### src/rtl/branch_resolve_unit_if.sv
// Request/response bundle between the control unit (master) and the
// branch resolve unit (slave).
interface branch_resolve_unit_if #(
    parameter int ADDR_W = 32,
    parameter int CNT_W  = 16
) ();
    logic              br_valid;
    logic              br_ready;
    logic              is_bl;
    logic [3:0]        cond;
    logic [3:0]        flags_nzcv;
    logic              flags_valid;
    logic [ADDR_W-1:0] target_in;
    logic [ADDR_W-1:0] link_in;
    logic              take;
    logic [ADDR_W-1:0] target_out;
    logic              lr_we;
    logic [ADDR_W-1:0] lr_data;
    logic              resolved;
    logic              flush;
    logic              stall;
    logic [CNT_W-1:0]  taken_cnt;
    logic [CNT_W-1:0]  nottaken_cnt;

    modport master (
        output br_valid, is_bl, cond, flags_nzcv, flags_valid, target_in, link_in,
        input  br_ready, take, target_out, lr_we, lr_data, resolved, flush, stall,
               taken_cnt, nottaken_cnt
    );

    modport slave (
        input  br_valid, is_bl, cond, flags_nzcv, flags_valid, target_in, link_in,
        output br_ready, take, target_out, lr_we, lr_data, resolved, flush, stall,
               taken_cnt, nottaken_cnt
    );
endinterface

### src/rtl/branch_resolve_unit.sv
// Resolves conditional B/BL: waits for valid flags, pulses take/lr_we/resolved,
// then holds flush for FLUSH_DEPTH cycles after a taken branch.
module branch_resolve_unit #(
    parameter int ADDR_W      = 32,
    parameter int FLUSH_DEPTH = 2,
    parameter int CNT_W       = 16
) (
    input logic                  clk,
    input logic                  rst_n,
    branch_resolve_unit_if.slave bus
);
    typedef enum logic [1:0] {IDLE, WAIT_FLAGS, FLUSH} state_t;

    localparam logic [3:0] FLUSH_LOAD = 4'(FLUSH_DEPTH - 1);

    state_t            r_state;
    state_t            w_state_nxt;
    logic [3:0]        r_flush_cnt;
    logic [3:0]        r_cond;
    logic              r_is_bl;
    logic [ADDR_W-1:0] r_target_cap;
    logic [ADDR_W-1:0] r_link_cap;
    logic              r_take;
    logic              r_lr_we;
    logic              r_resolved;
    logic [ADDR_W-1:0] r_target;
    logic [ADDR_W-1:0] r_lr_data;
    logic [CNT_W-1:0]  r_taken_cnt;
    logic [CNT_W-1:0]  r_nottaken_cnt;

    logic              w_accept;
    logic              w_eval;
    logic              w_cond_true;
    logic [3:0]        w_cond_code;
    logic              w_is_bl;
    logic [ADDR_W-1:0] w_target;
    logic [ADDR_W-1:0] w_link;

    function automatic logic cond_holds(input logic [3:0] code, input logic [3:0] nzcv);
        logic n, z, c, v;
        {n, z, c, v} = nzcv;
        case (code)
            4'h0: return z;
            4'h1: return !z;
            4'h2: return c;
            4'h3: return !c;
            4'h4: return n;
            4'h5: return !n;
            4'h6: return v;
            4'h7: return !v;
            4'h8: return c && !z;
            4'h9: return !c || z;
            4'hA: return n == v;
            4'hB: return n != v;
            4'hC: return !z && (n == v);
            4'hD: return z || (n != v);
            4'hE: return 1'b1;
            default: return 1'b0;
        endcase
    endfunction

    // In IDLE the request is evaluated straight off the bus; afterwards the captured copy is used.
    always_comb begin
        // NOTE: every always_comb output gets a default first so no path can infer a latch.
        w_state_nxt = r_state;
        w_accept    = 1'b0;
        w_eval      = 1'b0;
        w_cond_code = r_cond;
        w_is_bl     = r_is_bl;
        w_target    = r_target_cap;
        w_link      = r_link_cap;
        unique case (r_state)
            IDLE: begin
                w_cond_code = bus.cond;
                w_is_bl     = bus.is_bl;
                w_target    = bus.target_in;
                w_link      = bus.link_in;
                if (bus.br_valid) begin
                    w_accept = 1'b1;
                    if (bus.flags_valid) w_eval = 1'b1;
                    else                 w_state_nxt = WAIT_FLAGS;
                end
            end
            WAIT_FLAGS: if (bus.flags_valid) w_eval = 1'b1;
            FLUSH:      if (r_flush_cnt == 4'd0) w_state_nxt = IDLE;
            default:    w_state_nxt = IDLE;
        endcase
        w_cond_true = cond_holds(w_cond_code, bus.flags_nzcv);
        if (w_eval) w_state_nxt = w_cond_true ? FLUSH : IDLE;
    end

    always_ff @(posedge clk) begin
        if (!rst_n) r_state <= IDLE;
        else        r_state <= w_state_nxt;
    end

    always_ff @(posedge clk) begin
        if (!rst_n) begin
            r_flush_cnt    <= '0;
            r_cond         <= '0;
            r_is_bl        <= 1'b0;
            r_target_cap   <= '0;
            r_link_cap     <= '0;
            r_take         <= 1'b0;
            r_lr_we        <= 1'b0;
            r_resolved     <= 1'b0;
            r_target       <= '0;
            r_lr_data      <= '0;
            r_taken_cnt    <= '0;
            r_nottaken_cnt <= '0;
        end else begin
            // NOTE: non-blocking assignments here so every register sees pre-edge values.
            r_take     <= 1'b0;
            r_lr_we    <= 1'b0;
            r_resolved <= 1'b0;
            if (w_accept) begin
                r_cond       <= bus.cond;
                r_is_bl      <= bus.is_bl;
                r_target_cap <= bus.target_in;
                r_link_cap   <= bus.link_in;
            end
            if (w_eval) begin
                r_resolved <= 1'b1;
                if (w_cond_true) begin
                    r_take      <= 1'b1;
                    r_target    <= w_target;
                    r_lr_we     <= w_is_bl;
                    r_flush_cnt <= FLUSH_LOAD;
                    if (w_is_bl) r_lr_data <= w_link;
                    if (r_taken_cnt != '1) r_taken_cnt <= r_taken_cnt + 1'b1;
                end else if (r_nottaken_cnt != '1) begin
                    r_nottaken_cnt <= r_nottaken_cnt + 1'b1;
                end
            end else if (r_state == FLUSH && r_flush_cnt != 4'd0) begin
                r_flush_cnt <= r_flush_cnt - 1'b1;
            end
        end
    end

    assign bus.br_ready     = (r_state == IDLE);
    assign bus.stall        = (r_state == WAIT_FLAGS);
    assign bus.flush        = (r_state == FLUSH);
    assign bus.take         = r_take;
    assign bus.lr_we        = r_lr_we;
    assign bus.resolved     = r_resolved;
    assign bus.target_out   = r_target;
    assign bus.lr_data      = r_lr_data;
    assign bus.taken_cnt    = r_taken_cnt;
    assign bus.nottaken_cnt = r_nottaken_cnt;
endmodule

### src/flat_wrapper.sv
// flat-port wrapper written by rule: the top's interface ports become plain ports
module branch_resolve_unit_flat 
#(
    parameter int ADDR_W      = 32,
    parameter int FLUSH_DEPTH = 2,
    parameter int CNT_W       = 16
)
  (clk, rst_n, bus_br_valid, bus_is_bl, bus_cond, bus_flags_nzcv, bus_flags_valid, bus_target_in, bus_link_in, bus_br_ready, bus_take, bus_target_out, bus_lr_we, bus_lr_data, bus_resolved, bus_flush, bus_stall, bus_taken_cnt, bus_nottaken_cnt);
  branch_resolve_unit_if #(.ADDR_W(ADDR_W), .CNT_W(CNT_W)) bus_i ();
  input logic clk;
  input logic rst_n;
  input wire logic [$bits(bus_i.br_valid)-1:0] bus_br_valid;
  input wire logic [$bits(bus_i.is_bl)-1:0] bus_is_bl;
  input wire logic [$bits(bus_i.cond)-1:0] bus_cond;
  input wire logic [$bits(bus_i.flags_nzcv)-1:0] bus_flags_nzcv;
  input wire logic [$bits(bus_i.flags_valid)-1:0] bus_flags_valid;
  input wire logic [$bits(bus_i.target_in)-1:0] bus_target_in;
  input wire logic [$bits(bus_i.link_in)-1:0] bus_link_in;
  output wire logic [$bits(bus_i.br_ready)-1:0] bus_br_ready;
  output wire logic [$bits(bus_i.take)-1:0] bus_take;
  output wire logic [$bits(bus_i.target_out)-1:0] bus_target_out;
  output wire logic [$bits(bus_i.lr_we)-1:0] bus_lr_we;
  output wire logic [$bits(bus_i.lr_data)-1:0] bus_lr_data;
  output wire logic [$bits(bus_i.resolved)-1:0] bus_resolved;
  output wire logic [$bits(bus_i.flush)-1:0] bus_flush;
  output wire logic [$bits(bus_i.stall)-1:0] bus_stall;
  output wire logic [$bits(bus_i.taken_cnt)-1:0] bus_taken_cnt;
  output wire logic [$bits(bus_i.nottaken_cnt)-1:0] bus_nottaken_cnt;
  assign bus_i.br_valid = bus_br_valid;
  assign bus_i.is_bl = bus_is_bl;
  assign bus_i.cond = bus_cond;
  assign bus_i.flags_nzcv = bus_flags_nzcv;
  assign bus_i.flags_valid = bus_flags_valid;
  assign bus_i.target_in = bus_target_in;
  assign bus_i.link_in = bus_link_in;
  assign bus_br_ready = bus_i.br_ready;
  assign bus_take = bus_i.take;
  assign bus_target_out = bus_i.target_out;
  assign bus_lr_we = bus_i.lr_we;
  assign bus_lr_data = bus_i.lr_data;
  assign bus_resolved = bus_i.resolved;
  assign bus_flush = bus_i.flush;
  assign bus_stall = bus_i.stall;
  assign bus_taken_cnt = bus_i.taken_cnt;
  assign bus_nottaken_cnt = bus_i.nottaken_cnt;
  branch_resolve_unit #(.ADDR_W(ADDR_W), .FLUSH_DEPTH(FLUSH_DEPTH), .CNT_W(CNT_W)) u_core (.clk(clk), .rst_n(rst_n), .bus(bus_i));
endmodule
### config.mk
export PLATFORM = sky130hd
export DESIGN_NAME = branch_resolve_unit_flat
export DESIGN_NICKNAME = d
export VERILOG_FILES = /design/src/rtl/branch_resolve_unit_if.sv /design/src/rtl/branch_resolve_unit.sv /design/src/flat_wrapper.sv
export SDC_FILE = /design/constraint.sdc
export NUM_CORES = 1
export LEC_CHECK = 0
export ABC_AREA = 1
export CELL_PAD_IN_SITES_DETAIL_PLACEMENT = 0
export CELL_PAD_IN_SITES_GLOBAL_PLACEMENT = 1
export CORE_ASPECT_RATIO = 0.75
export CORE_UTILIZATION = 39
export DETAILED_ROUTE_END_ITERATION = 16
export PLACE_DENSITY = 0.82
export SLEW_MARGIN = 20
export SYNTH_ARGS = -nofsm -noshare
export SYNTH_HDL_FRONTEND = slang
export SYNTH_SLANG_ARGS = --single-unit
### constraint.sdc
create_clock -name clk -period 4.15 [get_ports clk]
set_input_delay 0.6225 -clock clk [delete_from_list [all_inputs] [get_ports clk]]
set_output_delay 0.6225 -clock clk [all_outputs]
set_load 0.05 [all_outputs]
## Yosys cells after proc, flatten, opt, wreduce, memory -nomap -nowiden

Index checks and enable logic that the tools add are counted.

| storage, ports and cells | value |
|---|---|
| register bits after elaboration | 174 |
| bits of input ports | 77 |
| output and inout port bits | 102 |

| operators by class | value |
|---|---|
| add/subtract/negate cells | 3 |
| equality and inequality tests | 25 |
| multiplexer cells | 21 |
| bitwise operators | 1 |
| reduce and logical (&&, ||, !) cells | 22 |

Operators with widths:

| kind | count |
|---|---|
| 2-to-1 mux 32 bit | 2 |
| adder 16 x 1 -> 16 bit, second input constant | 2 |
| inequality test 16 bit, second input constant | 2 |
| == test 4 bit, second input constant | 7 |
| == test 4 x 3 -> 1 bit, second input constant | 4 |
| 2-to-1 mux 4 bit | 4 |
| case mux 1 bit (15 select lines) | 1 |
| AND reduction 3 bit | 4 |
| 2-to-1 mux 2 bit | 5 |
| == test 4 x 2 -> 1 bit, second input constant | 2 |
| zero test 4 bit | 2 |
| 2-to-1 mux 1 bit | 7 |
| inequality test 3 x 2 -> 1 bit, second input constant | 2 |
| case mux 2 bit (3 select lines) | 1 |
| AND reduction 2 bit | 3 |
| == test 4 x 1 -> 1 bit, second input constant | 1 |
| zero test 1 bit | 4 |
| AND reduction 4 bit | 1 |
| nonzero test 4 bit | 1 |
| subtractor 4 x 1 -> 4 bit, second input constant | 1 |
| logical AND 1 bit | 3 |
| inequality test 3 x 1 -> 1 bit, second input constant | 1 |
| == test 2 x 1 -> 1 bit, second input constant | 1 |
| == test 2 bit, second input constant | 1 |
| other kinds (9) | 10 |

## Depth between registers and ports, before layout

| depth | value |
|---|---|
| depth after elaboration | 6 |
| depth in mapped cells | 17 |

## Worst setup path before layout

Ideal clock, no wire load.

| path | value |
|---|---|
| kind | register to register |
| from | reg u_core.r_nottaken_cnt[0], in the netlist u_core.bus.nottaken_cnt[0] |
| to | reg u_core.r_nottaken_cnt[10], in the netlist u_core.bus.nottaken_cnt[10] |
| data arrival time | 1,991 ps |
| data required time | 4,034 ps |
| setup slack | 2,043 ps |
| cell stages (with the launch flop) | 10 |
| clock period less this slack | 2,107 ps |
| cells stage by stage | dfxtp_1 ha_1 nand4_1 nor4_1 nand3_1 clkbuf_1 nand3_1 nand2_1 inv_1 nor2_1 |

| between the ends | value |
|---|---|
| word-level cells in the longest chain between the ends | 2 |
| elaborated cells on any way between the ends | 3 |

Ends and longest elaborated chain:

| what | line | text |
|---|---|---|
| start, declared | branch_resolve_unit.sv:29 | `logic [CNT_W-1:0] r_nottaken_cnt;` |
| start signal, assigned | branch_resolve_unit.sv:132 | `r_nottaken_cnt <= r_nottaken_cnt + 1'b1;` |
| branches (longest 2 deep; another with adder 16 x 1 -> 16 bit) | - |  |

Parallel ways; which one is timed is not known.
A chain may end at the register's enable or synchronous reset.

## Worst setup path after layout

| path | value |
|---|---|
| from | reg u_core.r_state[1] |
| to | reg u_core.r_target[29], in the netlist u_core.bus.target_out[29] |

| between the ends | value |
|---|---|
| word-level cells in the longest chain between the ends | 5 |
| elaborated cells on any way between the ends | 22 |

Ends and longest elaborated chain:

| what | line | text |
|---|---|---|
| start, declared | branch_resolve_unit.sv:16 | `state_t r_state;` |
| start signal, assigned | branch_resolve_unit.sv:94 | `else r_state <= w_state_nxt;` |
| zero test 2 bit | branch_resolve_unit.sv:72 | `unique case (r_state)` |
| 2-to-1 mux 4 bit | branch_resolve_unit.sv:72 |  |
| == test 4 bit (tied with other cells) | branch_resolve_unit.sv:42 | `case (code)` |
| case mux 1 bit (15 select lines) | branch_resolve_unit.sv:42 |  |
| AND reduction 2 bit (no line) | - |  |
| end signal, assigned | branch_resolve_unit.sv:126 | `r_target <= w_target;` |
| end, declared | branch_resolve_unit.sv:26 | `logic [ADDR_W-1:0] r_target;` |

Parallel ways exist; a longest one is shown, timed or not.

==> results.json <==
{
  "post_dp_cell_area_um2": 10200,
  "syn_area_um2": 8360,
  "clock-sinks": 174,
  "h-tree-depth": 4,
  "final_max_slew_viol_count": 0,
  "crit_arrival_ns": 3.06,
  "outcome": "finished, final reports clean",
  "wl_um": 21700,
  "synthCells": 1239,
  "yosys-top-cells-count": "349 x nand2_1, 176 x inv_1, 174 x dfxtp_1",
  "pre_cts_slack_ns": 1.03,
  "cts_tree": "built",
  "endpoint_kind": "flip-flop",
  "synth_fa_ha_area_share_pct": 0.599,
  "synth_compound_area_share_pct": 10.0,
  "hold_buffers": 0,
  "utilization_pct": 52.4,
  "cts_buffers": 17,
  "synthToLayoutAreaGrowth_pct": 29.2,
  "clkSlewWorstSetupHoldPaths_ns": 0.07,
  "synth_fp_nets": 1320,
  "power-per-cell-area_nw_per_um2": 426,
  "yosysMostFrequentCell": "nand2_1",
  "dieWidth_um": 171,
  "synth.top_cell.area_share_pct": 41.7,
  "ir_drop_v": 0.000251,
  "grt_max_degree": 101,
  "hp-class": "reg -> reg",
  "die_y_um": 129,
  "num_rows": 45,
  "gp_congestion": 0.803,
  "min-delay-start": "u_core.r_is_bl$_SDFFE_PN0P_",
  "postLayoutCellArea_um2": 10800,
  "post-place-cells": 1641,
  "drive_gt1_share_pct": 4.46,
  "clockBufferDepth": 2,
  "postRouteAntennaNets": 0,
  "start_kind": "flip-flop",
  "fillCellCount": 2071,
  "dp_hpwl_um": 14300,
  "synth_top_family_by_area": "simple AND/OR/NAND/NOR gates",
  "synth.distinct_cells": 33,
  "hold_ws_ns": 0.449,
  "wl_per_cell_um": 13.0,
  "antenna_found_initial": 1,
  "core_um2": 20600,
  "avgSynthCellArea_um2": 6.74,
  "setup_tns_ns": 0,
  "r2r_start": "u_core.r_state[1]$_SDFFE_PN0P_",
  "start_util_pct": 40.6,
  "finClkSkew_ns": 0.00989,
  "drt_iter0_drc": 545,
  "gr-total-overflow": 0,
  "io_buffers": 178,
  "synth_xor_area_share_pct": 0.524,
  "clock_latency_ns": 0.43,
  "synth.area.top_cells": "dfxtp_1 42%, nand2_1 16%, inv_1 7.9%",
  "required_ns": 4.43,
  "async_flop_share_pct": 0,
  "yosys.area_share.simple_pct": 31.1,
  "drt_first_pass_iters": 5,
  "fin_crit_sh_pct": 67.0,
  "synth_ff_type": "dfxtp_1",
  "first_global_vias": 6919,
  "grtUsageTotal_pct": 20.1,
  "io_pins": 179,
  "cts_root_buf": "clkbuf_16",
  "synth_edf_count": 0,
  "drcViolationCount": 0,
  "setup_viol": 0,
  "criticalPathCategory": "reg -> reg",
  "path_max_fanout": 27,
  "hold_violations": 0,
  "vias": 7812,
  "maxSlewHeadroom_pct": 29.7,
  "synth_mux_area_share_pct": 3.83,
  "leakage_nw": 4.91,
  "crit_start": "u_core.r_state[1]$_SDFFE_PN0P_",
  "max_freq_mhz": 360,
  "synth.largest_area_cell": "dfxtp_1",
  "period_needed_ns": 2.78,
  "ys_warn_count": 0,
  "drv_cap": 0,
  "cts_resized": 0,
  "ys_seq_area_share_pct": 41.7,
  "instances_no_fill": 1674,
  "synth-seq-cells": 174,
  "post_cts_buffers": 0,
  "final.setup.worst_slack_ns": 1.37,
  "grt_first_pass_wirelength_um": 35200,
  "die-area_um2": 22000,
  "nNetsFinal": 1459,
  "max_slew.worst_pin.slew_ns": 1.06,
  "rsz0062_at_grt": "false",
  "power.total_mw": 4.61,
  "viasPerCell": 4.67
}
==> registers in the layout, indices dropped and copies added, names as in the netlist <==
| name | count |
|---|---|
| u_core.bus.lr_data | 32 |
| u_core.r_link_cap | 32 |
| u_core.bus.lr_we | 1 |
| u_core.bus.target_out | 32 |
| u_core.r_target_cap | 32 |
| u_core.bus.taken_cnt | 16 |
| u_core.r_cond | 4 |
| u_core.bus.nottaken_cnt | 16 |
| u_core.bus.take | 1 |
| u_core.r_flush_cnt | 4 |
| u_core.r_state | 2 |
| u_core.r_is_bl | 1 |
| u_core.bus.resolved | 1 |
==> power breakdown <==
group | switching, mW | internal [mW]
clock network | 0.769 | 0.798
logic | 0.767 | 0.391
registers | 0.0746 | 1.81
==> final cells by class <==
cell class	count	area [um^2]	area share, %
well taps	282	353	3.27
clock inverters	15	140	1.30
repair buffers	189	1860	17.2
flip-flops and latches	174	3480	32.3
diodes	1	2.50	0.0232
clock buffers	17	425	3.94
multi-input cells	817	3860	35.8
inverters	179	672	6.22
==> path summary, 6_finish.rpt <==
| check | endpoint | slack (ns) | depth (start not counted) |
|---|---|---|---|
| max | u_core.bus.target_out[29]$_SDFFE_PN0P_ | 1.37 | 15 |
| min | u_core.r_is_bl$_SDFFE_PN0P_ | 0.45 | 2 |
| max reg2reg | u_core.bus.target_out[29]$_SDFFE_PN0P_ | 1.37 | 15 |
| min reg2reg | u_core.r_is_bl$_SDFFE_PN0P_ | 0.45 | 2 |
==> layout by cell type (no fill, tap or decap), types with 2 or more instances in the layout <==
| cell type | instances |
|---|---|
| nand3b_1 | 2 |
| buf_4 | 12 |
| clkbuf_16 | 17 |
| nand3_1 | 50 |
| clkinvlp_4 | 2 |
| nand2_1 | 348 |
| o21ai_0 | 40 |
| nor3_1 | 9 |
| dfxtp_1 | 174 |
| inv_1 | 176 |
| mux2i_1 | 32 |
| xor2_1 | 4 |
| inv_2 | 3 |
| nor2_4 | 4 |
| a211oi_1 | 33 |
| clkdlybuf4s50_1 | 177 |
| nand2_2 | 4 |
| a21oi_1 | 73 |
| nor2_1 | 165 |
| nor4_1 | 4 |
| inv_6 | 7 |
| inv_8 | 3 |
| o21ai_1 | 3 |
| ha_1 | 4 |
| nor3b_1 | 2 |
| nand4_1 | 31 |
==> critical path: stages, from the launching register on <==
cell	delay [ns]
dfxtp_1	0.37
nor2_4	0.44
nand2_1	0.12
nand2_2	0.15
nand2_1	0.07
nand2_1	0.07
nand3_1	0.07
nand2_1	0.09
inv_2	0.05
nor2_4	0.18
nand2_8	0.16
nand2_2	0.27
buf_4	0.37
nand2_1	0.10
nand2_1	0.07
a21oi_1	0.04
==> metal layers <==
metal | share of wire, % | vias up | GRT usage, %
met5 | 0 | - | 0
met4 | 0.74 | 0 | 4.25
met3 | 5.8 | 13 | 4.89
met2 | 41 | 177 | 30.5
met1 | 52 | 3470 | 28.6
li1 | - | 4152 | -
==> kinds of logic (layout without fill, tap and decap cells) <==
logic type	Yosys count	in the layout
mux	32	32
other cells	0	1
fa+ha+maj	4	4
simple gates	626	626
compound gates	150	150
flops	174	174
xor+xnor	5	5
buf+inv	248	400
Power figures use the tool's default switching activity.
